--- src/rtl/synth_pkg.sv ---
// Shared synthesis types: period word shared with the key-to-period mapper,
// and the PCM sample type handed to the audio output stage.
package synth_pkg;

   localparam int LARGURA_CP = 18;
   localparam logic [LARGURA_CP-1:0] CP_INATIVO = '1;

   typedef logic [LARGURA_CP-1:0] t_cp;
   typedef logic signed [15:0]    t_amostra;

endpackage

--- src/rtl/oscilador_voz.sv ---
// One square-wave voice: phase counter over cp clk cycles, active detect,
// and a signed +/-AMPLITUDE (or zero) contribution to the mix.
module oscilador_voz #(
   parameter int LARGURA_CP   = 18,
   parameter int LARGURA_SOMA = 21,
   parameter int AMPLITUDE    = 3000
) (
   input  logic                    clk,
   input  logic                    rst,
   input  logic                    habilita,
   input  logic [LARGURA_CP-1:0]   cp,
   output logic                    ativa,
   output logic [LARGURA_SOMA-1:0] contrib
);

   localparam logic [LARGURA_SOMA-1:0] AMP_P = LARGURA_SOMA'(AMPLITUDE);
   localparam logic [LARGURA_SOMA-1:0] AMP_N = LARGURA_SOMA'(-AMPLITUDE);

   logic [LARGURA_CP-1:0] cont;
   logic                  periodo_ok;
   logic                  ativa_r;
   logic                  alta;

   assign periodo_ok = (cp != {LARGURA_CP{1'b1}}) && (cp >= LARGURA_CP'(2));

   // ativa_r delays the start by one edge so every note begins at cont=0 (high phase)
   assign ativa = habilita & periodo_ok & ativa_r;

   always_ff @(posedge clk or posedge rst) begin
      if (rst) begin
         cont    <= '0;
         ativa_r <= 1'b0;
      end else begin
         ativa_r <= habilita & periodo_ok;
         if (!ativa)
            cont <= '0;
         else if (cont >= cp - LARGURA_CP'(1))
            cont <= '0;
         else
            cont <= cont + LARGURA_CP'(1);
      end
   end

   assign alta    = cont < (cp >> 1);
   assign contrib = !ativa ? '0 : (alta ? AMP_P : AMP_N);

endmodule

--- src/rtl/oscilador_polifonico.sv ---
// Polyphonic square-wave synthesizer: per-voice oscillators, signed mixer and
// sample-rate output register. Define OSC_SATURA_EN to clamp instead of wrap.
module oscilador_polifonico #(
   parameter int NR_TECLAS       = 10,
   parameter int LARGURA_CP      = synth_pkg::LARGURA_CP,
   parameter int DIV_AMOSTRA     = 1042,
   parameter int AMPLITUDE       = 3000,
   parameter int LARGURA_AMOSTRA = $bits(synth_pkg::t_amostra)
) (
   input  logic                                     clk,
   input  logic                                     rst,
   input  logic [NR_TECLAS-1:0][LARGURA_CP-1:0]     cp,
   input  logic                                     habilita,
   output logic signed [LARGURA_AMOSTRA-1:0]        amostra,
   output logic                                     amostra_valida,
   output logic [$clog2(NR_TECLAS+1)-1:0]           vozes_ativas
);

   localparam int LARGURA_SOMA = LARGURA_AMOSTRA + $clog2(NR_TECLAS) + 1;
   localparam int W_VOZ        = $clog2(NR_TECLAS+1);
   localparam int W_DIV        = $clog2(DIV_AMOSTRA);

   logic [NR_TECLAS-1:0][LARGURA_SOMA-1:0] contrib;
   logic [NR_TECLAS-1:0]                   ativa;
   logic signed [LARGURA_SOMA-1:0]         soma_c;
   logic signed [LARGURA_SOMA-1:0]         soma_r;
   logic [W_VOZ-1:0]                       nvoz;
   logic [W_DIV-1:0]                       div;
   logic                                   fim_div;

   for (genvar g = 0; g < NR_TECLAS; g++) begin : g_voz
      oscilador_voz #(
         .LARGURA_CP   (LARGURA_CP),
         .LARGURA_SOMA (LARGURA_SOMA),
         .AMPLITUDE    (AMPLITUDE)
      ) u_voz (
         .clk      (clk),
         .rst      (rst),
         .habilita (habilita),
         .cp       (cp[g]),
         .ativa    (ativa[g]),
         .contrib  (contrib[g])
      );
   end

   always_comb begin
      soma_c = '0;
      nvoz   = '0;
      for (int i = 0; i < NR_TECLAS; i++) begin
         soma_c = soma_c + $signed(contrib[i]);
         nvoz   = nvoz + W_VOZ'(ativa[i]);
      end
   end

   function automatic logic signed [LARGURA_AMOSTRA-1:0] reduzir(
      input logic signed [LARGURA_SOMA-1:0] s
   );
`ifdef OSC_SATURA_EN
      localparam logic signed [LARGURA_SOMA-1:0] S_MAX = LARGURA_SOMA'(2**(LARGURA_AMOSTRA-1) - 1);
      localparam logic signed [LARGURA_SOMA-1:0] S_MIN = LARGURA_SOMA'(-(2**(LARGURA_AMOSTRA-1)));
      if (s > S_MAX)
         return S_MAX[LARGURA_AMOSTRA-1:0];
      else if (s < S_MIN)
         return S_MIN[LARGURA_AMOSTRA-1:0];
      else
         return s[LARGURA_AMOSTRA-1:0];
`else
      return s[LARGURA_AMOSTRA-1:0];
`endif
   endfunction

   assign fim_div = habilita && (div == W_DIV'(DIV_AMOSTRA - 1));

   always_ff @(posedge clk or posedge rst) begin
      if (rst) begin
         soma_r         <= '0;
         vozes_ativas   <= '0;
         div            <= '0;
         amostra        <= '0;
         amostra_valida <= 1'b0;
      end else begin
         soma_r         <= soma_c;
         vozes_ativas   <= nvoz;
         amostra_valida <= fim_div;
         if (!habilita || fim_div)
            div <= '0;
         else
            div <= div + W_DIV'(1);
         // disabled output is silence, not the last sample
         if (!habilita)
            amostra <= '0;
         else if (fim_div)
            amostra <= reduzir(soma_r);
      end
   end

endmodule

--- config.mk ---
export PLATFORM = sky130hd
export DESIGN_NAME = oscilador_polifonico
export DESIGN_NICKNAME = d
export VERILOG_FILES = /design/src/rtl/synth_pkg.sv /design/src/rtl/oscilador_voz.sv /design/src/rtl/oscilador_polifonico.sv
export SDC_FILE = /design/constraint.sdc
export NUM_CORES = 1
export LEC_CHECK = 0
export BUFFER_PORTS_ARGS = -buffer_cell sky130_fd_sc_hd__buf_2
export CORE_ASPECT_RATIO = 2
export CORE_MARGIN = 4
export CORE_UTILIZATION = 40
export CTS_CLUSTER_SIZE = 28
export DETAILED_ROUTE_END_ITERATION = 8
export HOLD_SLACK_MARGIN = 0.02
export PLACE_DENSITY = 0.63
export SLEW_MARGIN = 20
export SYNTH_ARGS = -nofsm -noshare
export SYNTH_HDL_FRONTEND = slang
export SYNTH_HIERARCHICAL = 1
export SYNTH_SLANG_ARGS = --single-unit
--- constraint.sdc ---
create_clock -name clk -period 14 [get_ports clk]
set_clock_uncertainty 0.05 [all_clocks]
set_input_delay 0.7 -clock clk [delete_from_list [all_inputs] [get_ports clk]]
set_output_delay 0.7 -clock clk [all_outputs]
set_load 0.05 [all_outputs]
Word level (Yosys, flattened, before mapping)
Cells that the tools add are included.

storage, ports and cells
  flip-flop bits (word level) = 238
  word-level logic and storage cells = 182

cells by class
  multiplexer cells = 43
  magnitude comparators = 30
  $add $sub $neg = 39
  equality and inequality tests = 12
  reductions and logical operators = 13
  bitwise operators = 20

operators by type and width
  operator                                                                               number
  18-bit 2-to-1 mux                                                                      20
  16-bit 2-to-1 mux                                                                      22
  18-bit by 1-bit adder with 18-bit output (second input constant)                       10
  18-bit greater-or-equal comparator                                                     10
  18-bit by 2-bit greater-or-equal comparator with 1-bit output (second input constant)  10
  18-bit by 17-bit < comparator with 1-bit output                                        10
  18-bit != test (second input constant)                                                 10
  18-bit by 1-bit subtractor with 18-bit output (second input constant)                  10
  16-bit adder                                                                           9
  4-bit by 1-bit adder with 4-bit output                                                 6
  1-bit bitwise AND                                                                      20
  11-bit by 1-bit adder with 11-bit output (second input constant)                       1
  11-bit equality test (second input constant)                                           1
  1-bit logical AND                                                                      11
  11-bit 2-to-1 mux                                                                      1
  3-bit by 1-bit adder with 4-bit output                                                 1
  2-bit by 1-bit adder with 3-bit output                                                 1
  1-bit by 1-bit adder with 2-bit output                                                 1
  2-bit by 1-bit != test with 1-bit output (second input constant)                       1
  1-bit zero test                                                                        1
  1-bit logical OR                                                                       1

Depth between registers and ports, before layout
Gate-level depths: netlist (run 1).

  depth in word-level cells = 14
  gate-level depth with buffers = 26
  mapped depth without buffers = 24

Cells and area by module
The synthesis (run 1) kept the hierarchy.

by module, submodules not included
  module                              instances  cells an instance  area an instance (um^2)  seq. area each (um^2)
  oscilador_voz (g_voz[0].u_voz ...)  8          260                2,339.7                  475.5
  oscilador_polifonico                1          511                5,551.6                  1,201.2
  oscilador_voz (g_voz[3].u_voz ...)  2          264                2,423.6                  475.5

Least setup slack after synthesis (run 1)
OpenSTA, ideal clock, no wires.

  path type = input to register
  from = input cp[16] in the netlist's numbering
  to = register soma_r[11]
  cell stages on the path = 22
  buffers on the path = 0
  library setup time = 0.080 ns
  setup slack = 7.698 ns
  data arrival time = 6.172 ns
  path through = inv_1 ha_1 and4b_1 and3_1 nand4_1 o2111ai_1 nor2b_1 inv_1 fa_1 inv_1 fa_1 fa_1 fa_1 inv_1 fa_1 inv_1 ha_1 o21a_1 o21ai_0 a21oi_2 a311oi_1 xnor2_1

RTL lines
  element               RTL line                    RTL
  from (decl)           oscilador_polifonico.sv:12  input logic [NR_TECLAS-1:0][LARGURA_CP-1:0] cp,
  to (signal assigned)  oscilador_polifonico.sv:82  soma_r <= soma_c;
  to (decl)             oscilador_polifonico.sv:26  logic signed [LARGURA_SOMA-1:0] soma_r;

==> results of run 1 <==
-- layout by cell type (no fill, tap or decap), drive strengths merged, types with 12 or more instances in the layout --
cell type  instances
a211oi            34
a21boi            17
a21o              53
a21oi             68
and2              41
and3              61
and4              39
buf              205
clkbuf            32
conb              30
dfrtp            238
fa               120
ha               403
inv              367
nand2            130
nand2b            23
nand3            136
nand4            145
nor2             106
nor2b             42
nor3             242
nor3b             18
nor4              32
nor4b             36
o21ai             35
or4               12
xnor2            240
xor2             119
-- critical path: stages, from the launching register on --
cell	delay, ns
dfrtp_1	0.47
ha_1	0.32
and4b_1	0.24
a2111oi_0	0.53
o2111ai_1	0.41
nor2_1	0.85
fa_1	0.56
fa_1	0.53
fa_1	0.44
fa_1	0.55
inv_1	0.05
fa_1	0.49
inv_1	0.04
ha_1	0.25
a21o_1	0.19
a21oi_1	0.17
o22ai_2	0.13
o41ai_4	0.29
o21ai_1	0.13
xor2_1	0.15
-- final cells by class --
| class | instances | area [um^2] |
|---|---|---|
| flip-flops and latches | 238 | 5960 |
| inverters | 366 | 1380 |
| clock buffers | 32 | 724 |
| well taps | 910 | 1140 |
| clock inverters | 16 | 209 |
| repair buffers | 205 | 1030 |
| fillers | 7084 | 40500 |
| multi-input cells | 2298 | 20000 |
| diodes | 10 | 25.0 |
-- metal layers --
layer	vias up	routed length, um
li1	10800	-
met1	10700	25200
met2	390	42000
met3	168	2480
met4	6	3360
met5	-	41
-- metrics by stage --
stage          hold slack, ns  util [%]  setup slack (ns)  instance area [um^2]
2_1_floorplan           0.419         -              7.71                 28800
3_3_place_gp            0.433      41.6              6.55                 29500
3_5_place_dp            0.442      41.6              6.46                 29500
4_1_cts                 0.423      42.9              6.89                 30400
5_1_grt                 0.468      42.9              6.58                 30500
6_report                0.425      42.9              7.02                 30500
-- power by group through the flow --
stage	Sequential [mW]	Clock [mW]	Combinational, mW
after floorplan	0.767	0	0.775
after detailed placement	0.761	0	0.972
after global routing	0.752	0.813	1.15
final	0.749	0.761	0.994
after CTS	0.749	0.797	0.976
after global placement	0.761	0	0.953
-- how the worst min path moves through the flow --
stage	slack (ns)	end	cells after the start	startpoint
finish	0.42	amostra[5]	2	soma_r[5]
global route	0.47	amostra[5]	2	soma_r[5]
CTS	0.42	amostra[5]	2	soma_r[5]
detailed placement	0.44	amostra[12]	2	soma_r[12]
global placement	0.43	amostra[5]	2	soma_r[5]
floorplan	0.42	g_voz[0].u_voz/cont[0]	1	g_voz[0].u_voz/cont[0]
-- registers in the layout, summed over array words and instances, names as in the netlist --
signal and flops:
soma_r 16, g_voz.u_voz/cont 180, div 11, g_voz.u_voz/ativa_r 10, amostra 16, amostra_valida 1
vozes_ativas 4
==> impl_metrics.csv, run 1 <==
group,metric,value,unit
finish,drive_gt1_share,13.8,%
global_route,grt_pass1_vias,23800,
worst_setup_path,required,14.40,ns
global_route,grt_use_met3,2.05,%
floorplan,num_io_pins,204,
worst_setup_path,critPathKind,"register to register",
drt,drt_iter0_drc,687,
drt,wl_per_cell,17.9,um
placement,io_buffers,203,
timing,timing.final.crit_period,6.98,ns
power,peakVddDrop,0.0000905,V
cts,cts_max_level,1,
floorplan,dieArea,76500,um^2
synth,synth_cells,3069,
power,leakagePower,14.5,nW
timing,relSlewSlack,32.4,%
power,p_seq_share,29.9,%
floorplan,core,71000,um^2
worst_setup_path,worstPathMaxFanout,6,
worst_setup_path,r2r_cells,19,
worst_setup_path,regToRegSetupSlack,7.02,ns
worst_setup_path,cp-endpoint,"soma_r[14]",
timing,clock.fmax,0.143,GHz
global_route,antenna_found_initial,19,
cts,cts_sinks,238,
cts,cts_made_buffers,26,
floorplan,num_rows,138,
global_route,track_usage,19.2,%
synth,synthesis.area,28700,um^2
worst_setup_path,timing.rr.end,"soma_r[14]",
cts,cts_tree,"done",
job,maxCapViolCount,0,
cts,worstSkewPairLatency,0.58,ns
placement,dp_hpwl,61500,um
worst_setup_path,reg2reg_from,"g_voz[6].u_voz/cont[16]",
power,power,2.50,mW
global_route,use_met1,18.9,%
power,clkPwrFrac,30.4,%
worst_setup_path,cp.arrival,7.39,ns
global_route,grtUsageMet2,39.1,%
cts,cts_hold_buf,0,
timing,rsz0062_at_grt,"false",
global_route,grt_max_degree,49,
power,switchingPower,0.902,mW
power,powerDensity,82.2,nW/um^2
finish,final_nets,3841,
timing,fin_crit_sh,49.9,%
drt,dr_total_vias,22000,
timing,setup_viol,0,
power,swShare,36.0,%
floorplan,die_x,198,um
placement,gp_congestion,0.895,
drt,drc_errors,0,
global_route,grt.busiest_layer,"met2",
drt,dr.pass1.iters,4,
synth,synth_warnings,6,
cts,cts_repair_resize_count,0,
finish,area_growth_syn_to_layout,6.01,%
timing,finalMaxSlewViolations,0,
drt,wl,73000,um
timing,finalHoldViolCount,0,
worst_setup_path,end_kind,"register",
power,combPwrFrac,39.7,%
drt,vias_per_cell,5.39,
cts,clk_pin_slew,0.07,ns
cts,postCtsSetupBuffers,0,
cts,cts_root_buf,"clkbuf_16",
synth,synth_area_per_cell,9.37,um^2
timing,worst_slew_pin_slew,1.01,ns
worst_setup_path,crit_path_start,"g_voz[6].u_voz/cont[16]",
timing,setup_tns,0,ns
global_route,grt-ovfl-total,0,
power,internal_power,1.60,mW
run_status,status,"completed",
cts,clockBufferDepth,3,
min_path,hp-class,"register to register",
floorplan,die_h,387,um
finish,stdcell_count,4075,
worst_setup_path,cp-start-kind,"register",
global_route,grt_pass1_wl,120000,um
drt,ant_nets,0,
placement,dp_cells,4017,
floorplan,initial_core_util,40.5,%
No activity file was read; power rests on OpenSTA's default activity.
==> run 2: changes to the inputs <==
clock period = 7.3 ns   (was 14 ns; I/O delays follow)
==> impl_metrics.csv, run 2 (same netlist as run 1, synthesis figures left out) <==
group,metric,value,unit
drt,vias_per_cell,5.39,
power,powerDensity,154,nW/um^2
floorplan,dieArea,76500,um^2
floorplan,num_io_pins,204,
finish,area_growth_syn_to_layout,6.09,%
timing,fin_crit_sh,90.6,%
timing,finalMaxSlewViolations,0,
global_route,grt-ovfl-total,0,
cts,cts_made_buffers,25,
power,internal_power,3.00,mW
power,switchingPower,1.71,mW
finish,design_area,30500,um^2
worst_setup_path,cp-start-kind,"register",
cts,cts_repair_resize_count,0,
worst_setup_path,cp.arrival,7.01,ns
worst_setup_path,r2r_cells,22,
floorplan,die_x,198,um
global_route,grt_pass1_vias,23700,
worst_setup_path,worstPathMaxFanout,4,
placement,place_ws,0.569,ns
cts,cts_root_buf,"clkbuf_16",
worst_setup_path,reg2reg_from,"g_voz[0].u_voz/cont[16]",
global_route,track_usage,19.0,%
cts,postCtsSetupBuffers,0,
min_path,hp-class,"input port to register",
worst_setup_path,regToRegSetupSlack,0.69,ns
power,combPwrFrac,40.1,%
cts,clockBufferDepth,3,
power,peakVddDrop,0.000170,V
timing,worst_slack,0.689,ns
worst_setup_path,cp-endpoint,"soma_r[15]",
timing,timing.final.crit_period,6.61,ns
worst_setup_path,critPathKind,"register to register",
timing,rsz0062_at_grt,"false",
drt,drc_errors,0,
drt,dr.pass1.iters,5,
cts,cts_max_level,1,
worst_setup_path,timing.rr.end,"soma_r[15]",
placement,place_area,29600,um^2
floorplan,num_rows,138,
finish,top_regs,"g_voz.u_voz/cont (180), amostra (16), soma_r (16)",
timing,setup_viol,0,
timing,finalHoldViolCount,0,
timing,relSlewSlack,33.3,%
finish,final_nets,3853,
placement,io_buffers,203,
cts,cts_hold_buf,0,
cts,worstSkewPairLatency,0.57,ns
placement,gp_congestion,0.875,
cts,clk_pin_slew,0.07,ns
cts,cts_tree,"done",
finish,final_common_cell,"ha_1",
run_status,status,"completed",
power,swShare,36.3,%
finish,layout_common_cells,"ha_1, inv_1, xnor2_1",
timing,clock.fmax,0.151,GHz
job,maxCapViolCount,0,
worst_setup_path,required,7.70,ns
floorplan,die_h,387,um
finish,regMostFlops,"g_voz.u_voz/cont",
drt,ant_nets,0,
finish,fillCellCount,7041,
floorplan,initial_core_util,40.5,%
global_route,grt_pass1_wl,120000,um
timing,holdWs,0.104,ns
power,clkPwrFrac,29.5,%
timing,setup_tns,0,ns
power,p_seq_share,30.5,%
floorplan,core,71000,um^2
power,leakagePower,14.6,nW
placement,dp_hpwl,61800,um
drt,wl_per_cell,18.0,um
worst_setup_path,end_kind,"register",
global_route,grt_max_degree,49,
power,power,4.70,mW
drt,wl,73300,um
drt,drt_iter0_drc,764,
finish,largest_reg_flops,180,
cts,cts_sinks,238,
drt,dr_total_vias,22000,
timing,worst_slew_pin_slew,1.00,ns
global_route,antenna_found_initial,14,
finish,drive_gt1_share,14.1,%
worst_setup_path,crit_path_start,"g_voz[0].u_voz/cont[16]",
## run 2: cell count changes in the layout (fill, tap and decap cells not counted), sizes merged
cell and change:
buf +13, diode -5, clkinvlp -2, inv +2, bufinv -1, clkinv -1
## run 2: layout make-up
class / instances / area (um^2) / area share [%]
clock inverters: 14 / 166 / 0.546
diodes: 5 / 12.5 / 0.0410
multi-input cells: 2298 / 20000 / 65.6
clock buffers: 32 / 692 / 2.27
inverters: 366 / 1380 / 4.51
flip-flops and latches: 238 / 5960 / 19.5
well taps: 910 / 1140 / 3.73
repair buffers: 218 / 1140 / 3.74
## run 2: worst max-delay path, stage by stage (launching register included)
cell       delay (ns)
dfrtp_1          0.45
ha_1             0.31
and4b_1          0.23
a2111oi_0        0.48
o2111ai_1        0.43
nor2_1           0.35
buf_4            0.18
inv_1            0.05
fa_1             0.53
inv_1            0.06
fa_1             0.51
fa_1             0.52
fa_1             0.55
inv_1            0.05
fa_1             0.49
inv_1            0.04
ha_1             0.34
o21a_1           0.14
o21ai_0          0.09
a21oi_2          0.19
nand3_1          0.14
a32oi_1          0.23
xnor2_1          0.09
## run 2: power groups by stage
| stage | logic (mW) | clock network, mW | registers [mW] |
|---|---|---|---|
| 2_1_floorplan | 1.49 | 0 | 1.47 |
| 3_3_place_gp | 1.84 | 0 | 1.46 |
| 3_5_place_dp | 1.86 | 0 | 1.46 |
| 4_1_cts | 1.87 | 1.46 | 1.43 |
| 5_1_grt | 2.17 | 1.49 | 1.44 |
| 6_report | 1.88 | 1.39 | 1.43 |
## run 2: per-stage QoR
stage | cells | utilization [%]
CTS | 4076 | 42.9
global placement | 4030 | 41.7
finish | 4081 | 43.0
global route | 4078 | 43.0
floorplan | 3089 | -
detailed placement | 4030 | 41.7
## run 2: layer usage
metal / track usage, % / share of wire, % / vias to the layer above / wire length, um
met5: 0 / 0.025 / - / 18
met1: 18.5 / 34 / 10700 / 24900
met4: 7.77 / 4.5 / 4 / 3290
met3: 2.25 / 3.7 / 167 / 2740
met2: 39.1 / 58 / 376 / 42300
li1: - / - / 10800 / -
## run 2: how the worst min path moves through the flow
stage | startpoint | end | cells after the start
final | habilita | g_voz[0].u_voz/ativa_r | 2
after global routing | habilita | g_voz[2].u_voz/ativa_r | 2
after CTS | habilita | g_voz[0].u_voz/ativa_r | 2
after detailed placement | soma_r[5] | amostra[5] | 2
after global placement | soma_r[4] | amostra[4] | 2
after floorplan | rst | g_voz[0].u_voz/ativa_r | 1
